`src/rtl/cdb_arbiter_pkg.sv`:
```
// Shared defaults and source-select encoding for the CDB arbiter slice.
// Also holds the round-robin grant helper used by the arbiter.
package cdb_arbiter_pkg;

  localparam int XLEN_DEF       = 32;
  localparam int RB_W_DEF       = 4;
  localparam int FIFO_DEPTH_DEF = 4;

  typedef enum logic {
    SRC_ALU = 1'b0,
    SRC_LSB = 1'b1
  } src_e;

  // On a tie the source that did not win last time gets the bus.
  function automatic src_e pick_src(input logic alu_ne, input logic lsb_ne, input src_e last);
    src_e g;
    if (alu_ne && lsb_ne) begin
      g = (last == SRC_ALU) ? SRC_LSB : SRC_ALU;
    end else if (lsb_ne) begin
      g = SRC_LSB;
    end else begin
      g = SRC_ALU;
    end
    return g;
  endfunction

endpackage

```
`src/rtl/cdb_arbiter_if.sv`:
```
// Result-source and broadcast-bus bundle between producers and the CDB arbiter.
interface cdb_arbiter_if
  import cdb_arbiter_pkg::*;
#(
  parameter int RB_W = RB_W_DEF,
  parameter int XLEN = XLEN_DEF
);

  logic            alu_valid;
  logic [RB_W-1:0] alu_idx;
  logic [XLEN-1:0] alu_val;
  logic            alu_ready;

  logic            lsb_valid;
  logic [RB_W-1:0] lsb_idx;
  logic [XLEN-1:0] lsb_val;
  logic            lsb_ready;

  logic            cdb_valid;
  logic [RB_W-1:0] cdb_idx;
  logic [XLEN-1:0] cdb_val;

  modport master (
    output alu_valid, alu_idx, alu_val, lsb_valid, lsb_idx, lsb_val,
    input  alu_ready, lsb_ready, cdb_valid, cdb_idx, cdb_val
  );

  modport slave (
    input  alu_valid, alu_idx, alu_val, lsb_valid, lsb_idx, lsb_val,
    output alu_ready, lsb_ready, cdb_valid, cdb_idx, cdb_val
  );

endinterface

```
`src/rtl/cdb_fifo.sv`:
```
// Per-source circular result queue: push/pop/flush with registered occupancy count.
// en=0 freezes every register; flush beats push/pop.
module cdb_fifo
  import cdb_arbiter_pkg::*;
#(
  parameter int DEPTH = FIFO_DEPTH_DEF,
  parameter int RB_W  = RB_W_DEF,
  parameter int XLEN  = XLEN_DEF,
  localparam int PTR_W = $clog2(DEPTH),
  localparam int CNT_W = $clog2(DEPTH) + 1
) (
  input  logic             clk,
  input  logic             rst,
  input  logic             en,
  input  logic             flush,
  input  logic             push,
  input  logic [RB_W-1:0]  push_idx,
  input  logic [XLEN-1:0]  push_val,
  input  logic             pop,
  output logic [RB_W-1:0]  head_idx,
  output logic [XLEN-1:0]  head_val,
  output logic [CNT_W-1:0] count
);

  localparam int ENT_W = RB_W + XLEN;

  logic [ENT_W-1:0] mem_q [DEPTH];
  logic [ENT_W-1:0] mem_d [DEPTH];
  logic [PTR_W-1:0] wr_ptr_q, wr_ptr_d;
  logic [PTR_W-1:0] rd_ptr_q, rd_ptr_d;
  logic [CNT_W-1:0] cnt_q, cnt_d;

  // Next-state for storage, pointers and count; pointers wrap naturally at DEPTH.
  always_comb begin
    mem_d    = mem_q;
    wr_ptr_d = wr_ptr_q;
    rd_ptr_d = rd_ptr_q;
    cnt_d    = cnt_q;
    if (en && flush) begin
      wr_ptr_d = {PTR_W{1'b0}};
      rd_ptr_d = {PTR_W{1'b0}};
      cnt_d    = {CNT_W{1'b0}};
    end else if (en) begin
      if (push) begin
        mem_d[wr_ptr_q] = {push_idx, push_val};
        wr_ptr_d        = wr_ptr_q + PTR_W'(1);
      end else begin
        wr_ptr_d = wr_ptr_q;
      end
      if (pop) begin
        rd_ptr_d = rd_ptr_q + PTR_W'(1);
      end else begin
        rd_ptr_d = rd_ptr_q;
      end
      case ({push, pop})
        2'b10:   cnt_d = cnt_q + CNT_W'(1);
        2'b01:   cnt_d = cnt_q - CNT_W'(1);
        default: cnt_d = cnt_q;
      endcase
    end else begin
      cnt_d = cnt_q;
    end
  end

  // Queue state registers.
  always_ff @(posedge clk or negedge rst) begin
    if (!rst) begin
      for (int i = 0; i < DEPTH; i++) begin
        mem_q[i] <= {ENT_W{1'b0}};
      end
      wr_ptr_q <= {PTR_W{1'b0}};
      rd_ptr_q <= {PTR_W{1'b0}};
      cnt_q    <= {CNT_W{1'b0}};
    end else begin
      mem_q    <= mem_d;
      wr_ptr_q <= wr_ptr_d;
      rd_ptr_q <= rd_ptr_d;
      cnt_q    <= cnt_d;
    end
  end

  assign {head_idx, head_val} = mem_q[rd_ptr_q];
  assign count                = cnt_q;

endmodule

```
`src/rtl/cdb_arbiter.sv`:
```
// Common data bus arbiter: queues ALU and LSB results and broadcasts one per cycle,
// round-robin on contention, with misprediction flush and a global freeze.
module cdb_arbiter
  import cdb_arbiter_pkg::*;
#(
  parameter int FIFO_DEPTH = FIFO_DEPTH_DEF,
  parameter int RB_W       = RB_W_DEF,
  parameter int XLEN       = XLEN_DEF
) (
  input  logic        clk,
  input  logic        rst,
  input  logic        rdy,
  input  logic        jp_wrong,
  cdb_arbiter_if.slave bus
);

  localparam int CNT_W = $clog2(FIFO_DEPTH) + 1;
  localparam logic [CNT_W-1:0] FULL_CNT = CNT_W'(FIFO_DEPTH);

  logic [CNT_W-1:0] alu_cnt_s, lsb_cnt_s;
  logic [RB_W-1:0]  alu_head_idx_s, lsb_head_idx_s;
  logic [XLEN-1:0]  alu_head_val_s, lsb_head_val_s;
  logic             alu_ready_s, lsb_ready_s;
  logic             alu_push_s, lsb_push_s, alu_pop_s, lsb_pop_s;
  logic             alu_ne_s, lsb_ne_s, flush_s;
  src_e             grant_s;

  logic             cdb_valid_q, cdb_valid_d;
  logic [RB_W-1:0]  cdb_idx_q, cdb_idx_d;
  logic [XLEN-1:0]  cdb_val_q, cdb_val_d;
  src_e             last_grant_q, last_grant_d;

  // Acceptance and arbitration look only at registered counts, so a freed slot
  // is not reusable in the cycle it frees and a new entry waits one edge.
  always_comb begin
    alu_ready_s = (alu_cnt_s < FULL_CNT) && rdy && !jp_wrong;
    lsb_ready_s = (lsb_cnt_s < FULL_CNT) && rdy && !jp_wrong;
    alu_push_s  = bus.alu_valid && alu_ready_s;
    lsb_push_s  = bus.lsb_valid && lsb_ready_s;
    alu_ne_s    = (alu_cnt_s != {CNT_W{1'b0}});
    lsb_ne_s    = (lsb_cnt_s != {CNT_W{1'b0}});
    flush_s     = rdy && jp_wrong;
    grant_s     = pick_src(alu_ne_s, lsb_ne_s, last_grant_q);
    alu_pop_s   = rdy && !jp_wrong && alu_ne_s && (grant_s == SRC_ALU);
    lsb_pop_s   = rdy && !jp_wrong && lsb_ne_s && (grant_s == SRC_LSB);
  end

  // Broadcast register and grant history next-state.
  always_comb begin
    cdb_valid_d  = cdb_valid_q;
    cdb_idx_d    = cdb_idx_q;
    cdb_val_d    = cdb_val_q;
    last_grant_d = last_grant_q;
    if (!rdy) begin
      cdb_valid_d = cdb_valid_q;
    end else if (jp_wrong) begin
      cdb_valid_d = 1'b0;
    end else if (alu_pop_s) begin
      cdb_valid_d  = 1'b1;
      cdb_idx_d    = alu_head_idx_s;
      cdb_val_d    = alu_head_val_s;
      last_grant_d = SRC_ALU;
    end else if (lsb_pop_s) begin
      cdb_valid_d  = 1'b1;
      cdb_idx_d    = lsb_head_idx_s;
      cdb_val_d    = lsb_head_val_s;
      last_grant_d = SRC_LSB;
    end else begin
      cdb_valid_d = 1'b0;
    end
  end

  // Broadcast and grant registers; last_grant resets to LSB so ALU wins the first tie.
  always_ff @(posedge clk or negedge rst) begin
    if (!rst) begin
      cdb_valid_q  <= 1'b0;
      cdb_idx_q    <= {RB_W{1'b0}};
      cdb_val_q    <= {XLEN{1'b0}};
      last_grant_q <= SRC_LSB;
    end else begin
      cdb_valid_q  <= cdb_valid_d;
      cdb_idx_q    <= cdb_idx_d;
      cdb_val_q    <= cdb_val_d;
      last_grant_q <= last_grant_d;
    end
  end

  cdb_fifo #(.DEPTH(FIFO_DEPTH), .RB_W(RB_W), .XLEN(XLEN)) u_alu_fifo (
    .clk      (clk),
    .rst      (rst),
    .en       (rdy),
    .flush    (flush_s),
    .push     (alu_push_s),
    .push_idx (bus.alu_idx),
    .push_val (bus.alu_val),
    .pop      (alu_pop_s),
    .head_idx (alu_head_idx_s),
    .head_val (alu_head_val_s),
    .count    (alu_cnt_s)
  );

  cdb_fifo #(.DEPTH(FIFO_DEPTH), .RB_W(RB_W), .XLEN(XLEN)) u_lsb_fifo (
    .clk      (clk),
    .rst      (rst),
    .en       (rdy),
    .flush    (flush_s),
    .push     (lsb_push_s),
    .push_idx (bus.lsb_idx),
    .push_val (bus.lsb_val),
    .pop      (lsb_pop_s),
    .head_idx (lsb_head_idx_s),
    .head_val (lsb_head_val_s),
    .count    (lsb_cnt_s)
  );

  assign bus.alu_ready = alu_ready_s;
  assign bus.lsb_ready = lsb_ready_s;
  assign bus.cdb_valid = cdb_valid_q;
  assign bus.cdb_idx   = cdb_idx_q;
  assign bus.cdb_val   = cdb_val_q;

endmodule
```
`src/flat_wrapper.sv`:
```
// flat-port wrapper written by rule: the top's interface ports become plain ports
module cdb_arbiter_flat import cdb_arbiter_pkg::*;
#(
  parameter int FIFO_DEPTH = FIFO_DEPTH_DEF,
  parameter int RB_W       = RB_W_DEF,
  parameter int XLEN       = XLEN_DEF
)
  (clk, rst, rdy, jp_wrong, bus_alu_valid, bus_alu_idx, bus_alu_val, bus_lsb_valid, bus_lsb_idx, bus_lsb_val, bus_alu_ready, bus_lsb_ready, bus_cdb_valid, bus_cdb_idx, bus_cdb_val);
  cdb_arbiter_if #(.RB_W(RB_W), .XLEN(XLEN)) bus_i ();
  input  logic clk;
  input  logic rst;
  input  logic rdy;
  input  logic jp_wrong;
  input wire logic [$bits(bus_i.alu_valid)-1:0] bus_alu_valid;
  input wire logic [$bits(bus_i.alu_idx)-1:0] bus_alu_idx;
  input wire logic [$bits(bus_i.alu_val)-1:0] bus_alu_val;
  input wire logic [$bits(bus_i.lsb_valid)-1:0] bus_lsb_valid;
  input wire logic [$bits(bus_i.lsb_idx)-1:0] bus_lsb_idx;
  input wire logic [$bits(bus_i.lsb_val)-1:0] bus_lsb_val;
  output wire logic [$bits(bus_i.alu_ready)-1:0] bus_alu_ready;
  output wire logic [$bits(bus_i.lsb_ready)-1:0] bus_lsb_ready;
  output wire logic [$bits(bus_i.cdb_valid)-1:0] bus_cdb_valid;
  output wire logic [$bits(bus_i.cdb_idx)-1:0] bus_cdb_idx;
  output wire logic [$bits(bus_i.cdb_val)-1:0] bus_cdb_val;
  assign bus_i.alu_valid = bus_alu_valid;
  assign bus_i.alu_idx = bus_alu_idx;
  assign bus_i.alu_val = bus_alu_val;
  assign bus_i.lsb_valid = bus_lsb_valid;
  assign bus_i.lsb_idx = bus_lsb_idx;
  assign bus_i.lsb_val = bus_lsb_val;
  assign bus_alu_ready = bus_i.alu_ready;
  assign bus_lsb_ready = bus_i.lsb_ready;
  assign bus_cdb_valid = bus_i.cdb_valid;
  assign bus_cdb_idx = bus_i.cdb_idx;
  assign bus_cdb_val = bus_i.cdb_val;
  cdb_arbiter #(.FIFO_DEPTH(FIFO_DEPTH), .RB_W(RB_W), .XLEN(XLEN)) u_core (.clk(clk), .rst(rst), .rdy(rdy), .jp_wrong(jp_wrong), .bus(bus_i));
endmodule
```
`config.mk`:
```
export PLATFORM = sky130hd
export DESIGN_NAME = cdb_arbiter_flat
export DESIGN_NICKNAME = d
export VERILOG_FILES = /design/src/rtl/cdb_arbiter_pkg.sv /design/src/rtl/cdb_arbiter_if.sv /design/src/rtl/cdb_fifo.sv /design/src/rtl/cdb_arbiter.sv /design/src/flat_wrapper.sv
export SDC_FILE = /design/constraint.sdc
export NUM_CORES = 1
export LEC_CHECK = 0
export CAP_MARGIN = 20
export CORE_MARGIN = 2
export CORE_UTILIZATION = 55
export CTS_BUF_LIST = sky130_fd_sc_hd__clkbuf_2 sky130_fd_sc_hd__clkbuf_4 sky130_fd_sc_hd__clkbuf_8
export CTS_CLUSTER_SIZE = 30
export DETAILED_ROUTE_END_ITERATION = 8
export PLACE_DENSITY = 0.75
export RECOVER_POWER = 25
export SYNTH_ARGS = -nofsm -noshare
export SYNTH_HDL_FRONTEND = slang
export SYNTH_SLANG_ARGS = --single-unit
```
`constraint.sdc`:
```
create_clock -name clk -period 3.15 [get_ports clk]
set_input_delay 0.4725 -clock clk [delete_from_list [all_inputs] [get_ports clk]]
set_output_delay 0.4725 -clock clk [all_outputs]
set_load 0.03 [all_outputs]
```
-- Word level (Yosys, flattened, before mapping)
Index checks and enable logic that the tools add are counted.
W data, S select, Z words.
- input port bits: 78
- flip-flop bits (word level): 340
- add/sub/neg operators: 8
- mux-type cells: 42
- order comparisons: 8
- reduce and logical (&&, ||, !) cells: 36
- equal/unequal tests: 4
- bitwise gates (word level): 7
- operator list (kind ; count):
    $bwmux W144 ; 2
    $mux W36 ; 6
    $bmux W36 S2 ; 2
    $demux W36 S2 ; 2
    $mux W32 ; 2
    $mux W2 ; 12
    $logic_and A1 B1 Y1 ; 16
    $ge A3 B3 Y1 const B ; 4
    $mux W3 ; 4
    $not A2 Y3 ; 4
    $pmux W3 S2 ; 2
    $reduce_and A2 Y1 ; 6
    $reduce_bool A2 Y1 ; 6
    $reduce_bool A3 Y1 ; 4
    $reduce_and A3 Y1 ; 3
    $add A2 B1 Y2 const B ; 4
    $mux W1 ; 8
    $mux W4 ; 2
    $add A3 B1 Y3 const B ; 2
    $lt A3 B1 Y1 const B ; 2
    $lt A3 B3 Y1 const B ; 2
    $sub A3 B1 Y3 const B ; 2
    $eq A2 B1 Y1 const B ; 2
    $eq A2 B2 Y1 const B ; 2
    other kinds (2) ; 4

-- Longest topological paths before layout
- word-level depth: 9
- depth in mapped cells: 10

-- Cells and area by module
Synthesis repeated with hierarchy kept, for this count alone.
- cells, all modules: 1012
- area, all modules: 16296.9 µm²
- modules (own cells, without submodules) (module ; area each (µm²) ; times used ; cells each):
    cdb_fifo at u_core.u_alu_fifo ; 7200.7 ; 1 ; 401
    cdb_fifo at u_core.u_lsb_fifo ; 7199.4 ; 1 ; 401
    cdb_arbiter ; 1896.8 ; 1 ; 210

-- Worst setup path before layout
OpenSTA, ideal clock, no wires.
- path type: in2reg
- start: in jp_wrong
- end: reg u_core.u_lsb_fifo.cnt_q[2] (netlist: u_core.u_lsb_fifo.count[2])
- stages: 10
- required time: 3.016 ns
- library setup time: 0.134 ns
- path buffers: 1
- data arrival time: 2.595 ns
- setup slack: 0.420 ns
- cells stage by stage: nor3b_2 > and2_4 > buf_12 > inv_1 > ha_1 > fa_1 > xnor2_1 > nor2_1 > mux2i_1 > o22ai_1
- cells in the longest elaborated chain, start to end: 8
- RTL lines (what ; line ; source):
    start: declaration ; flat_wrapper.sv:13 ; input logic jp_wrong;
    $logic_not A1 Y1 ; cdb_arbiter.sv:37, cdb_arbiter.sv:45 ;
    $logic_and A1 B1 Y1 (3 in a row) ; cdb_arbiter.sv:45 ; lsb_pop_s = rdy && !jp_wrong && lsb_ne_s && (grant_s == SRC_LSB);
    $eq A2 B1 Y1 / $eq A2 B2 Y1 (equally long branches) ; cdb_fifo.sv:55 ; case ({push, pop})
    $pmux W3 S2 ; cdb_fifo.sv:55 ;
    $mux W3 ; cdb_fifo.sv:43 ; end else if (en) begin
    $mux W3 ; cdb_fifo.sv:39 ; if (en && flush) begin
    end signal: assignment ; cdb_fifo.sv:73 ; cnt_q <= {CNT_W{1'b0}};
    end signal: assignment ; cdb_fifo.sv:78 ; cnt_q <= cnt_d;
    end: declaration ; cdb_fifo.sv:31 ; logic [CNT_W-1:0] cnt_q, cnt_d;
Parallel ways exist; a longest one is shown, timed or not. The select of a mux whose other input is x is not followed.
A chain may end at the register's enable or synchronous reset.

-- Final worst setup path
- start: in rdy
- end: out bus_alu_ready
- cells in the longest elaborated chain, start to end: 2
- RTL lines (what ; line ; source):
    start: declaration ; flat_wrapper.sv:12 ; input logic rdy;
    $logic_and A1 B1 Y1 (2 in a row) ; cdb_arbiter.sv:36 ; alu_ready_s = (alu_cnt_s < FULL_CNT) && rdy && !jp_wrong;
    end: declaration ; flat_wrapper.sv:20 ; output wire logic [$bits(bus_i.alu_ready)-1:0] bus_alu_ready;
No other way between the ends.

==> impl_results.md <==
- Status: finished clean
- Area leader, netlist: dfrtp_1
- Post-route cell area: roughly 19000 um2
- Post-Synthesis Cells: 960
- Worst R2R Path Depth: 8
- Buf/Inv on CP: 3
- Psw: 5.27 mW
- CP max-delay cell: clkdlybuf4s50_1
- Final Max Tran Viols: 0
- Layout Cells excl Fill: 1531
- GPL Wtd Cong: 0.765
- Endpoints failing hold: 0
- Yosys warning count: 0
- Most frequent cells after synthesis: dfrtp_1 (339), mux2_2 (168), mux2_4 (121)
- Hold depth: 1
- Switching Share: 0.306
- IO Count: 117
- Final setup fails: 0
- Crit path time final: 2660 ps
- Initial Util: 0.559
- Core Util, Final: 0.654
- Reg2reg end: u_core.u_lsb_fifo.count[2]
- Crit share post-route: 0.844
- Most frequent CP cell: clkdlybuf4s50_1
- CP Capture Type: primary output
- Clock skew: 21.4 ps
- Origin of the worst min-delay path: u_core.u_alu_fifo.mem_q[38]
- Root buffer cell: clkbuf_8
- CP top delay family: buffers and inverters
- Req. time, crit path: 2680 ps
- DR pass1 iterations: 4
- FFs w/ async S/R, synth: 1.00
- Die area: 30600 um2
- Final setup TNS: 0 ps
- Reg2Reg Setup Slack: 800 ps
- Area growth syn-to-layout: 17.0%
- Distinct cells, synth: 48
- CP peak stage delay: about 680 ps
- Post-route ant nets: 0
- Starting DRC count in detailed routing: about 480
- Number of synthesized flops with an enable pin: 0
- CP arrival: 2190 ps
- Top FF cell, synth: dfrtp_1
- Routed len/inst: 22.0 um
- Global route overflow: 0
- CP cell instances: clkdlybuf4s50_1, buf_4, nand2b_1, nor2_1, clkdlybuf4s50_1
- Synthesized cell area: approximately 16000 um2
- H-Tree Depth: 2
- Vias per Instance: 5.66
- Worst Tran Pin Value: roughly 1300 ps
- CTS Buffer Depth: 3
- Cell internal pwr: 11.9 mW
- Dpl cells: 1429
- Unrepaired setup endpoints after global routing: false
- Reg-to-reg startpoint: u_core.u_lsb_fifo.count[0]
- Synth Net Count: 1049
- Combinational fraction of design power: 0.349
- Largest net degree at the start of global routing: 90
- Num CTS Buffers: 56
- Clock Power Share: 0.231
- Fmax: 376 MHz
- Placed Area: 17600 um2
- Rows: 62
- Initial antenna violation count: 1
- Chip width: 175 um
- Hold endpoint: u_core.u_alu_fifo.mem_q[38]
- Power per Cell Area: roughly 920 nW/um2
- Share of layout cells above drive strength 1: 0.446
- Kind of critical path: in2out
- Sequential fraction of the synthesis area: 0.530
- Core area: 28700 um2
- PortBufs: 116
- Nets@finish: 1193
- Max-Cap Viols: 0
- Worst slew margin: 0.113
- CP Max Fanout: 11
- Vias: around 8700
- Max VDD drop: 486 uV
- Synth top area cells: dfrtp_1 (53%), mux2_2 (12%), mux2_4 (11%)
- Seq cells post-synth: 340
- Clock transition at the registers of the reported paths: about 60 ps
- GRT Util Overall: 0.228
- Sequential Power Share: 0.420
- Hold Path Class: reg2reg
- Global-route wire length before repair: 54.3 mm
- Worst skew pair latency: a little under 600 ps
- CTS tree: yes
- Vias in the first global route: 9552
- Residual DRC: 0
- Most common cell in the netlist: dfrtp_1
- Sink Count: 340
- Syn Area/Cell: about 17 um2
- Chip Height: 175 um
- Detail Placement HPWL: approximately 20 mm
- Final wirelength: about 34 mm
- Synth top area share: 0.529
- CP startpoint kind: input pin
- Static Leakage: 8.65 nW
-- worst max-delay path by stage --
stage          startpoint                           to  slack [ps]  cells after the start
2_1_floorplan    jp_wrong   u_core.u_lsb_fifo.count[2]         420                     10
5_1_grt               rst  u_core.u_alu_fifo.mem_q[73]         300                      3
6_report              rdy                bus_alu_ready         490                      5
3_3_place_gp          rdy   u_core.u_lsb_fifo.count[2]         290                     10
3_5_place_dp          rdy   u_core.u_lsb_fifo.count[2]         260                     10
4_1_cts               rdy                bus_alu_ready         470                      5
-- power groups by stage --
stage               registers, mW  logic (mW)  clock network [mW]
finish                       7.23        6.01                3.97
CTS                          7.23        6.08                4.06
global placement             7.22        5.88                   0
floorplan                    7.21        4.33                   0
global route                 7.45        6.46                4.26
detailed placement           7.27        6.06                   0
-- sequential cells by signal, summed over array words and instances (netlist names) --
name	cells
u_core.bus.cdb_idx	4
u_core.bus.cdb_val	32
u_core.u_alu_fifo.mem_q	144
u_core.bus.cdb_valid	1
u_core.u_lsb_fifo.count	3
u_core.u_alu_fifo.rd_ptr_q	2
u_core.u_lsb_fifo.rd_ptr_q	2
u_core.u_lsb_fifo.mem_q	144
u_core.u_alu_fifo.count	3
u_core.last_grant_q	1
u_core.u_alu_fifo.wr_ptr_q	2
u_core.u_lsb_fifo.wr_ptr_q	2
-- metrics by stage --
stage | power (mW) | hold WS (ps) | setup slack [ps]
floorplan | 11.5 | 177 | 420
global placement | 13.1 | 419 | 288
detailed placement | 13.3 | 423 | 259
CTS | 17.4 | 378 | 471
global route | 18.2 | 509 | 298
finish | 17.2 | 499 | 491
-- cell families (layout without fill, tap and decap cells) --
group | after synthesis | in the layout | share of synthesized area
muxes | 473 | 473 | 0.402
DFF | 340 | 340 | 0.530
buffers and inverters | 66 | 252 | 0.0266
and+or+nand+nor | 43 | 43 | 0.0192
AOI/OAI and AO/OA | 22 | 22 | 0.00982
adders and majority gates | 11 | 11 | 0.00951
xor gates and xnor gates | 5 | 5 | 0.00273
other | 0 | 1 | 0
-- area by class of cell --
class	instances	area, um2
clock inverters	14	76.3
multi-input cells	554	7130
fillers	2022	9920
well taps	384	480
flip-flops and latches	340	8520
inverters	9	33.8
diodes	1	2.50
repair buffers	143	1450
clock buffers	86	1100
-- metal layers --
layer	share of wire	global-route usage	up-vias
met1	0.47	0.329	4588
met4	0.019	0.0646	0
met2	0.48	0.362	171
li1	-	-	3862
met3	0.039	0.0376	46
met5	0	0	-
-- layout by cell type, fill, tap and decap left out, drive strengths merged, types with 2 or more instances in the layout --
cell           count
nand3              2
nand2b             2
o22ai              3
dfrtp            339
nor2b              4
clkinv            12
ha                 9
fa                 2
o21ai              4
or3                2
inv               10
clkbuf            89
a211o              2
a22oi              2
nand2             17
nor2               7
mux2             289
xor2               2
and2               4
mux2i            112
buf               24
xnor2              3
clkdlybuf4s50    115
mux4              72
a21oi              3
-- what timing repair did --
| action | CTS | global route |
|---|---|---|
| gates resized for setup | 0 | 0 |
| buffers inserted | 0 | 0 |
| hold endpoints to repair | 44 | 0 |
| hold buffers | 1 | 0 |
-- worst register-to-register path: cells and delay by family (launching register included) --
kind                     cells  cell delay, ps
flip-flops                   1             420
adder cells (fa/ha/maj)      2             670
XOR/XNOR                     1             140
AND/OR/NAND/NOR              3             730
multiplexers                 1             190
AO/OA/AOI/OAI                1              90
No activity file was read; power rests on OpenSTA's default activity.
